**config.mk**
```make
export PLATFORM = sky130hd
export DESIGN_NAME = instr_encoder_loader
export DESIGN_NICKNAME = d
export VERILOG_FILES = /design/src/rtl/instr_encoder_loader.sv
export SDC_FILE = /design/constraint.sdc
export NUM_CORES = 1
export LEC_CHECK = 0
export CAP_MARGIN = 40
export CORE_UTILIZATION = 30
export DETAILED_ROUTE_END_ITERATION = 10
export PLACE_DENSITY = 0.67
export SLEW_MARGIN = 20
export SYNTH_ARGS = -nofsm -noshare
export SYNTH_HDL_FRONTEND = slang
export SYNTH_SLANG_ARGS = --single-unit
```
**constraint.sdc**
```tcl
create_clock -name clk -period 1.9 [get_ports clk]
set_input_delay 0.38 -clock clk [delete_from_list [all_inputs] [get_ports clk]]
set_output_delay 0.38 -clock clk [all_outputs]
set_load 0.03 [all_outputs]
```
**src/rtl/instr_encoder_loader.sv**
```systemverilog
// rtl/instr_encoder_loader.sv - packs compact instruction requests into MIPS words and streams them into imem
module instr_encoder_loader #(
  parameter int ADDR_W    = 8,
  parameter int BASE_ADDR = 0,
  parameter int DEPTH     = 256
) (
  input  logic              clk,
  input  logic              rst_n,
  input  logic              start,
  input  logic              in_valid,
  output logic              in_ready,
  input  logic [4:0]        in_code,
  input  logic [4:0]        in_rs,
  input  logic [4:0]        in_rt,
  input  logic [4:0]        in_rd,
  input  logic [4:0]        in_shamt,
  input  logic [15:0]       in_imm,
  input  logic [25:0]       in_target,
  input  logic              in_last,
  output logic              imem_we,
  output logic [ADDR_W-1:0] imem_addr,
  output logic [31:0]       imem_wdata,
  output logic              busy,
  output logic              done,
  output logic              err,
  output logic [ADDR_W:0]   count
);

  localparam logic [ADDR_W-1:0] BASE      = ADDR_W'(BASE_ADDR);
  localparam logic [ADDR_W-1:0] LAST      = ADDR_W'(BASE_ADDR + DEPTH - 1);
  localparam logic [31:0]       STOP_WORD = 32'hFC00_0000;

  typedef enum logic [1:0] {S_IDLE, S_RUN, S_TERM, S_DONE} state_t;

  state_t            state, state_d;
  logic [ADDR_W-1:0] ptr;
  logic [ADDR_W-1:0] ptr_inc;
  logic [31:0]       enc_word;
  logic              enc_legal;
  logic              accept;
  logic              overflow;
  logic              term_req;

  function automatic logic [31:0] r_word(input logic [4:0] rs, input logic [4:0] rt,
                                         input logic [4:0] rd, input logic [4:0] sh,
                                         input logic [5:0] fn);
    return {6'h00, rs, rt, rd, sh, fn};
  endfunction

  // Mnemonic code -> MIPS word; shift-immediate forms force rs to zero.
  always_comb begin
    enc_word  = '0;
    enc_legal = 1'b1;
    case (in_code)
      5'd0:    enc_word = r_word(in_rs, in_rt, in_rd, 5'd0, 6'h20);
      5'd1:    enc_word = r_word(in_rs, in_rt, in_rd, 5'd0, 6'h21);
      5'd2:    enc_word = r_word(in_rs, in_rt, in_rd, 5'd0, 6'h22);
      5'd3:    enc_word = r_word(in_rs, in_rt, in_rd, 5'd0, 6'h23);
      5'd4:    enc_word = r_word(in_rs, in_rt, in_rd, 5'd0, 6'h24);
      5'd5:    enc_word = r_word(in_rs, in_rt, in_rd, 5'd0, 6'h25);
      5'd6:    enc_word = r_word(in_rs, in_rt, in_rd, 5'd0, 6'h26);
      5'd7:    enc_word = r_word(in_rs, in_rt, in_rd, 5'd0, 6'h27);
      5'd8:    enc_word = r_word(in_rs, in_rt, in_rd, 5'd0, 6'h2A);
      5'd9:    enc_word = r_word(5'd0, in_rt, in_rd, in_shamt, 6'h00);
      5'd10:   enc_word = r_word(5'd0, in_rt, in_rd, in_shamt, 6'h02);
      5'd11:   enc_word = r_word(5'd0, in_rt, in_rd, in_shamt, 6'h03);
      5'd12:   enc_word = r_word(in_rs, in_rt, in_rd, 5'd0, 6'h04);
      5'd13:   enc_word = r_word(in_rs, in_rt, in_rd, 5'd0, 6'h06);
      5'd14:   enc_word = r_word(in_rs, in_rt, in_rd, 5'd0, 6'h07);
      5'd15:   enc_word = r_word(in_rs, 5'd0, 5'd0, 5'd0, 6'h08);
      5'd16:   enc_word = {6'h08, in_rs, in_rt, in_imm};
      5'd17:   enc_word = {6'h09, in_rs, in_rt, in_imm};
      5'd18:   enc_word = {6'h0C, in_rs, in_rt, in_imm};
      5'd19:   enc_word = {6'h0D, in_rs, in_rt, in_imm};
      5'd20:   enc_word = {6'h0E, in_rs, in_rt, in_imm};
      5'd21:   enc_word = {6'h23, in_rs, in_rt, in_imm};
      5'd22:   enc_word = {6'h2B, in_rs, in_rt, in_imm};
      5'd23:   enc_word = {6'h04, in_rs, in_rt, in_imm};
      5'd24:   enc_word = {6'h05, in_rs, in_rt, in_imm};
      5'd25:   enc_word = {6'h02, in_target};
      5'd26:   enc_word = {6'h03, in_target};
      5'd27:   enc_word = STOP_WORD;
      default: enc_legal = 1'b0;
    endcase
  end

  assign in_ready = (state == S_RUN) & ~start;
  assign busy     = (state == S_RUN) | (state == S_TERM);
  assign accept   = in_valid & in_ready;
  assign ptr_inc  = ptr + 1'b1;
  // The slot before LAST is the final data slot; STOP always gets LAST at worst.
  assign overflow = accept & enc_legal & ~in_last & (ptr_inc == LAST);
  assign term_req = accept & in_last | overflow;

  always_ff @(posedge clk or negedge rst_n) begin
    if (!rst_n) state <= S_IDLE;
    else        state <= state_d;
  end

  always_comb begin
    state_d = state;
    if (start) begin
      state_d = S_RUN;
    end else begin
      case (state)
        S_RUN:   if (term_req) state_d = S_TERM;
        S_TERM:  state_d = S_DONE;
        default: state_d = state;
      endcase
    end
  end

  always_ff @(posedge clk or negedge rst_n) begin
    if (!rst_n) begin
      ptr        <= BASE;
      count      <= '0;
      err        <= 1'b0;
      done       <= 1'b0;
      imem_we    <= 1'b0;
      imem_addr  <= BASE;
      imem_wdata <= '0;
    end else begin
      imem_we <= 1'b0;
      if (start) begin
        ptr       <= BASE;
        count     <= '0;
        err       <= 1'b0;
        done      <= 1'b0;
        imem_addr <= BASE;
      end else begin
        case (state)
          S_RUN: if (accept) begin
            if (enc_legal) begin
              imem_we    <= 1'b1;
              imem_addr  <= ptr;
              imem_wdata <= enc_word;
              ptr        <= ptr_inc;
              count      <= count + 1'b1;
            end
            if (!enc_legal || overflow) err <= 1'b1;
          end
          S_TERM: begin
            imem_we    <= 1'b1;
            imem_addr  <= ptr;
            imem_wdata <= STOP_WORD;
            ptr        <= ptr_inc;
            count      <= count + 1'b1;
          end
          S_DONE:  done <= 1'b1;
          default: ;
        endcase
      end
    end
  end

endmodule

```
# Word level (Yosys, flattened, before mapping)
# Cells that the tools add are included.
# Widths: inputs -> output; s select.
[word_totals]
ff_bits = 62
latchBits = 0
mem_bits_rw = 0
rom_bits = 0
inputBits = 72
out_inout_bits = 54
elab_cells = 100
mem_count = 0
[op_classes]
addsub = 2
mul = 0
div_mod_pow = 0
order_cmp = 0
n_eq_ne = 36
n_shift = 0
n_mux = 30
n_bitwise = 10
reduce_logical = 14
[op_table]
columns = ["operator", "count"]
rows = [
  ["$pmux 32 s28", 1],
  ["$mux 32", 2],
  ["$pmux 32 s2", 1],
  ["$eq 5x5->1 const B", 12],
  ["$mux 8", 6],
  ["$eq 5x4->1 const B", 8],
  ["$pmux 8 s2", 2],
  ["$reduce_or 28->1", 1],
  ["$mux 9", 3],
  ["$eq 5x3->1 const B", 4],
  ["$pmux 9 s2", 1],
  ["$eq 5x2->1 const B", 2],
  ["$mux 1", 10],
  ["$reduce_bool 2->1", 5],
  ["$add 9x1->9 const B", 1],
  ["$ne 3x3->1 const B", 3],
  ["$add 8x1->8 const B", 1],
  ["$eq 8x8->1 const B", 1],
  ["$and 1x1->1", 6],
  ["$reduce_and 3->1", 2],
  ["$eq 5x1->1 const B", 1],
  ["$logic_not 5->1", 1],
  ["$eq 2x2->1 const B", 2],
  ["$mux 2", 2],
  ["11 further kinds", 14],
]

# Logic depth before layout (Yosys ltp)
[logic_depth]
word_depth = 11
depth_mapped = 9
ltp_nobuf = 7

# Least setup slack after synthesis
# OpenSTA, ideal clock, no wires.
[synth_path]
path_kind = "register -> register"
from = "register state[1]"
to = "register imem_wdata[10]"
setup_time_ps = 77
arrival_time_ps = 1887
required_ps = 1823
setup_slack_ps = -63
stages_incl_launch_ff = 9
path_buffers = 2
synth_period_minus_slack_ps = 1963
cell_sequence = "dfrtp_1 -> inv_1 -> ha_1 -> nor2b_4 -> nand2_2 -> or4b_4 -> buf_6 -> buf_6 -> o21ai_1"
[synth_between]
elab_chain_len = 5
word_cells_on_any_way = 9
classes_between = "eq/ne (4); mux (1); bitwise (2); reduce/logical (2)"
[synth_lines]
columns = ["item", "line_no", "text"]
rows = [
  ["from (decl)", "35", "state_t state, state_d;"],
  ["from (signal assigned)", "97", "else state <= state_d;"],
  ["$eq 2x1->1", "87", "assign in_ready = (state == S_RUN) & ~start;"],
  ["$and 1x1->1", "87", ""],
  ["net in_ready", "11", "output logic in_ready,"],
  ["$and 1x1->1", "89", "assign accept = in_valid & in_ready;"],
  ["$ne 2x2->1 (no line)", "--", ""],
  ["$reduce_and 4->1 (no line)", "--", ""],
  ["to (signal assigned)", "136", "imem_wdata <= enc_word;"],
  ["to (decl)", "22", "output logic [31:0] imem_wdata,"],
]
# The timed path passes the listed nets, and every way through them passes these cells.
# A chain may end at the register's enable or synchronous reset.

# Worst setup path after layout
[layout_path]
from = "input in_code[4]"
to = "register imem_wdata[24]"
[layout_between]
elab_chain_len = 5
word_cells_on_any_way = 36
classes_between = "eq/ne (28); mux (5); reduce/logical (3)"
[layout_lines]
columns = ["item", "line_no", "text"]
rows = [
  ["from (decl)", "12", "input logic [4:0] in_code,"],
  ["$eq 5x5->1 (tied with other cells)", "54", "case (in_code)"],
  ["$pmux 32 s28 or $reduce_or 28->1 (tied branches)", "--", ""],
  ["$mux 32 or $mux 1 (tied branches)", "133, 54", ""],
  ["$mux 32 or $ne 2x2->1 (tied branches)", "--", ""],
  ["$pmux 32 s2 or $reduce_and 4->1 (tied branches)", "--", ""],
]
# Several ways; a longest one is shown, not always the timed one. The select of a mux whose other input is x is not followed.

==> results.json <==
{
  "yosysMostFrequentCell": "dfrtp_1",
  "dieArea_um2": 11600,
  "p_int_mw": 2.805,
  "cp_max_fo": 22,
  "die_w_um": 107.7,
  "cpMostUsedCell": "buf_4",
  "rr_worst_depth": 7,
  "drtIter0Drc": 234,
  "syn_nets": 437,
  "cts_tree": "yes",
  "syn_inst": 359,
  "switchingPower_mw": 1.449,
  "synth-seq-cells": 62,
  "grt_usage_pct": 17.83,
  "use_met2_pct": 27.75,
  "insertion_delay_ns": 0.34,
  "required_ns": 2.17,
  "io_pins": 126,
  "synth.cell_area_um2": 3351,
  "max_freq_ghz": 0.5470,
  "ys_warn_count": 0,
  "antenna_left": 0,
  "critPathLaunchType": "primary input",
  "gr-total-overflow": 0,
  "routedWlPerCell_um": 15.13,
  "cts_buffer_depth": 2,
  "place.gp.congestion": 0.9069,
  "synth-edff-count": 0,
  "final_area_um2": 5248,
  "areaGrowthSynthToFinish_pct": 56.61,
  "drive_gt1_share_pct": 14.15,
  "grtUsageMet3_pct": 3.935,
  "holdBufCountCts": 0,
  "ctsHtreeMaxLevel": 3,
  "rsz0062_at_grt": "true",
  "tightest_slew_ns": 0.5604,
  "final_hold_viol_count": 0,
  "viasPerCell": 5.032,
  "period_needed_ns": 1.828,
  "yosys.area.top_type_share_pct": 46.30,
  "ys_types": 48,
  "slew_violations": 0,
  "synthTopCellsByArea": "dfrtp_1 46%, nand2_1 4.8%, nor2_1 4.3%, mux2i_1 3.6%, xor2_1 3.4%",
  "worstSetupEndpointType": "flop",
  "endpoint": "imem_wdata[24]$_DFFE_PN0P_",
  "ir_worst_vdd_mv": 0.3181,
  "place_area_um2": 5017,
  "numCtsBuffers": 9,
  "p_leak_nw": 2.288,
  "fp.dieH_um": 107.7,
  "dr.pass1.iters": 5,
  "seq_area_frac_synth_pct": 46.30,
  "setup_viol": 0,
  "n_antenna_cell": 0,
  "clkPwrFrac_pct": 28.4,
  "share_seq_of_total_power_pct": 37.4,
  "crit_family": "buffers and inverters",
  "rows": 38,
  "yosysTopAreaCell": "dfrtp_1",
  "grt_max_degree": 39,
  "async_flop_share_pct": 100.0,
  "root_buffer": "clkbuf_8",
  "status": "completed",
  "crit_path_cell_trace": "clkdlybuf4s50_1 > buf_4 > nand2_1 > nor3_2 > buf_4 > buf_4 > a22oi_1 > o21ai_1",
  "min_path_type": "primary input to async pin",
  "num_vias": 3301,
  "critical_path_class": "primary input to flop",
  "period_share_pct": 96.22,
  "grt_pass1_vias": 3211,
  "drc": 0,
  "slew_headroom_pct": 62.35,
  "grt_pass1_wl_mm": 16.08,
  "path_buf_inv": 4,
  "critPathLaunch": "in_code[4]",
  "drv_cap": 0,
  "r2r-end": "imem_wdata[20]$_DFFE_PN0P_",
  "dpl.hpwl_mm": 7.570,
  "core_area_um2": 10840,
  "antenna_found_initial": 0,
  "syn_area_per_cell_um2": 9.333,
  "finClkSkew_ns": 0.009048,
  "r2r-start": "state[1]$_DFFE_PN0P_",
  "power_density_nw_per_um2": 810.7,
  "wl_mm": 9.928,
  "rrSetupSlack_ns": 0.07,
  "clock_sinks": 62,
  "arrival_ns": 2.10,
  "clkTransAtPathRegs_ns": 0.08,
  "worst_path_largest_cell_delay_ns": 0.48,
  "busiest_layer": "met2",
  "pwr-share-comb_pct": 34.2,
  "utilization_pct": 48.41,
  "cpMaxStageDelayCell": "clkdlybuf4s50_1",
  "io_buffer_count": 125,
  "initial_core_util_pct": 30.91,
  "ys.flop_type": "dfrtp_1",
  "worst-path-stages": 8,
  "met1_usage_pct": 23.97,
  "layout.nets": 589,
  "synthTopCellsByCount": "62 x dfrtp_1, 43 x nand2_1, 38 x nor2_1",
  "swShare_pct": 34.07
}
registers in the layout, indices dropped and copies added (netlist names):
name and cells:
count 9, done 1, err 1, imem_addr 8
imem_wdata 32, imem_we 1, ptr 8, state 2
stage by stage:
step	instances	setup TNS [ns]	setup WS [ns]	power, mW	hold WS [ns]
floorplan	359	0	0.003338	2.342	0.08441
global placement	638	-5.724	-0.2317	3.036	0.4140
detailed placement	638	-6.670	-0.2925	3.065	0.4173
CTS	656	0	0.02757	4.307	0.04127
global route	656	-0.1380	-0.02250	4.488	0.07842
finish	656	0	0.07182	4.254	0.04181
timing repair:
action | 4_1_cts | 5_1_grt
hold endpoints to repair | 0 | 0
endpoints found under the setup margin | 4 | 24
cloned | 0 | 0
resized for setup | 3 | 7
setup buffers | 2 | 0
cells in the final DEF, fill, tap and decap left out, types with 3 or more instances in the layout:
master,n
and4_1,3
o21ai_1,22
a222oi_1,10
nand2b_1,7
o22ai_1,4
o21ai_0,14
clkinvlp_4,3
clkdlybuf4s50_1,118
o21ai_2,3
xor2_1,13
ha_1,5
buf_12,6
a21oi_1,10
mux2i_1,12
a21o_1,5
and2_1,3
a221oi_1,3
clkbuf_8,10
inv_1,8
nand2_1,43
nand4_1,8
dfrtp_1,61
nor2_1,38
nor3_1,4
buf_4,37
a211oi_1,3
a22oi_1,12
a31oi_1,3
xnor2_1,5
nand3_1,8
dlygate4sd2_1,3
power by group through the flow:
stage,Clock (mW),Combinational (mW),Sequential [mW]
floorplan,0,0.457,1.89
global placement,0,1.43,1.61
detailed placement,0,1.45,1.62
CTS,1.25,1.46,1.59
global route,1.31,1.56,1.61
finish,1.21,1.45,1.59
layer usage:
layer  share of wire [%]  wire length [um]
met5                   0                 0
met4                 2.4               234
met3                 6.8               677
met2                  47              4713
met1                  43              4303
how the worst min path moves through the flow:
stage | to | slack [ns] | cells after the start
floorplan | count[0]$_DFFE_PN0P_ | 0.08 | 0
global placement | imem_addr[6]$_DFFE_PN0P_ | 0.41 | 2
detailed placement | imem_addr[5]$_DFFE_PN0P_ | 0.42 | 2
CTS | imem_addr[5]$_DFFE_PN0P_ | 0.04 | 2
global route | imem_addr[5]$_DFFE_PN0P_ | 0.08 | 2
finish | imem_addr[5]$_DFFE_PN0P_ | 0.04 | 2
cell families after synthesis:
logic type                 after synthesis  synth area share (%)
and+or+nand+nor                        130                 19.04
AOI/OAI and AO/OA                       96                 19.01
xor gates and xnor gates                18                 4.705
DFF                                     62                 46.30
muxes                                   12                 3.585
buffers and inverters                   35                 5.116
adders and majority gates                6                 2.240
cell type report:
class,instances,area [um2]
repair buffers,167,1634
inverters,9,33.78
multi-input cells,262,1644
clock buffers,10,137.6
fillers,1036,5593
clock inverters,6,70.07
well taps,140,175.2
flip-flops and latches,62,1553
Power figures use the tool's default switching activity.
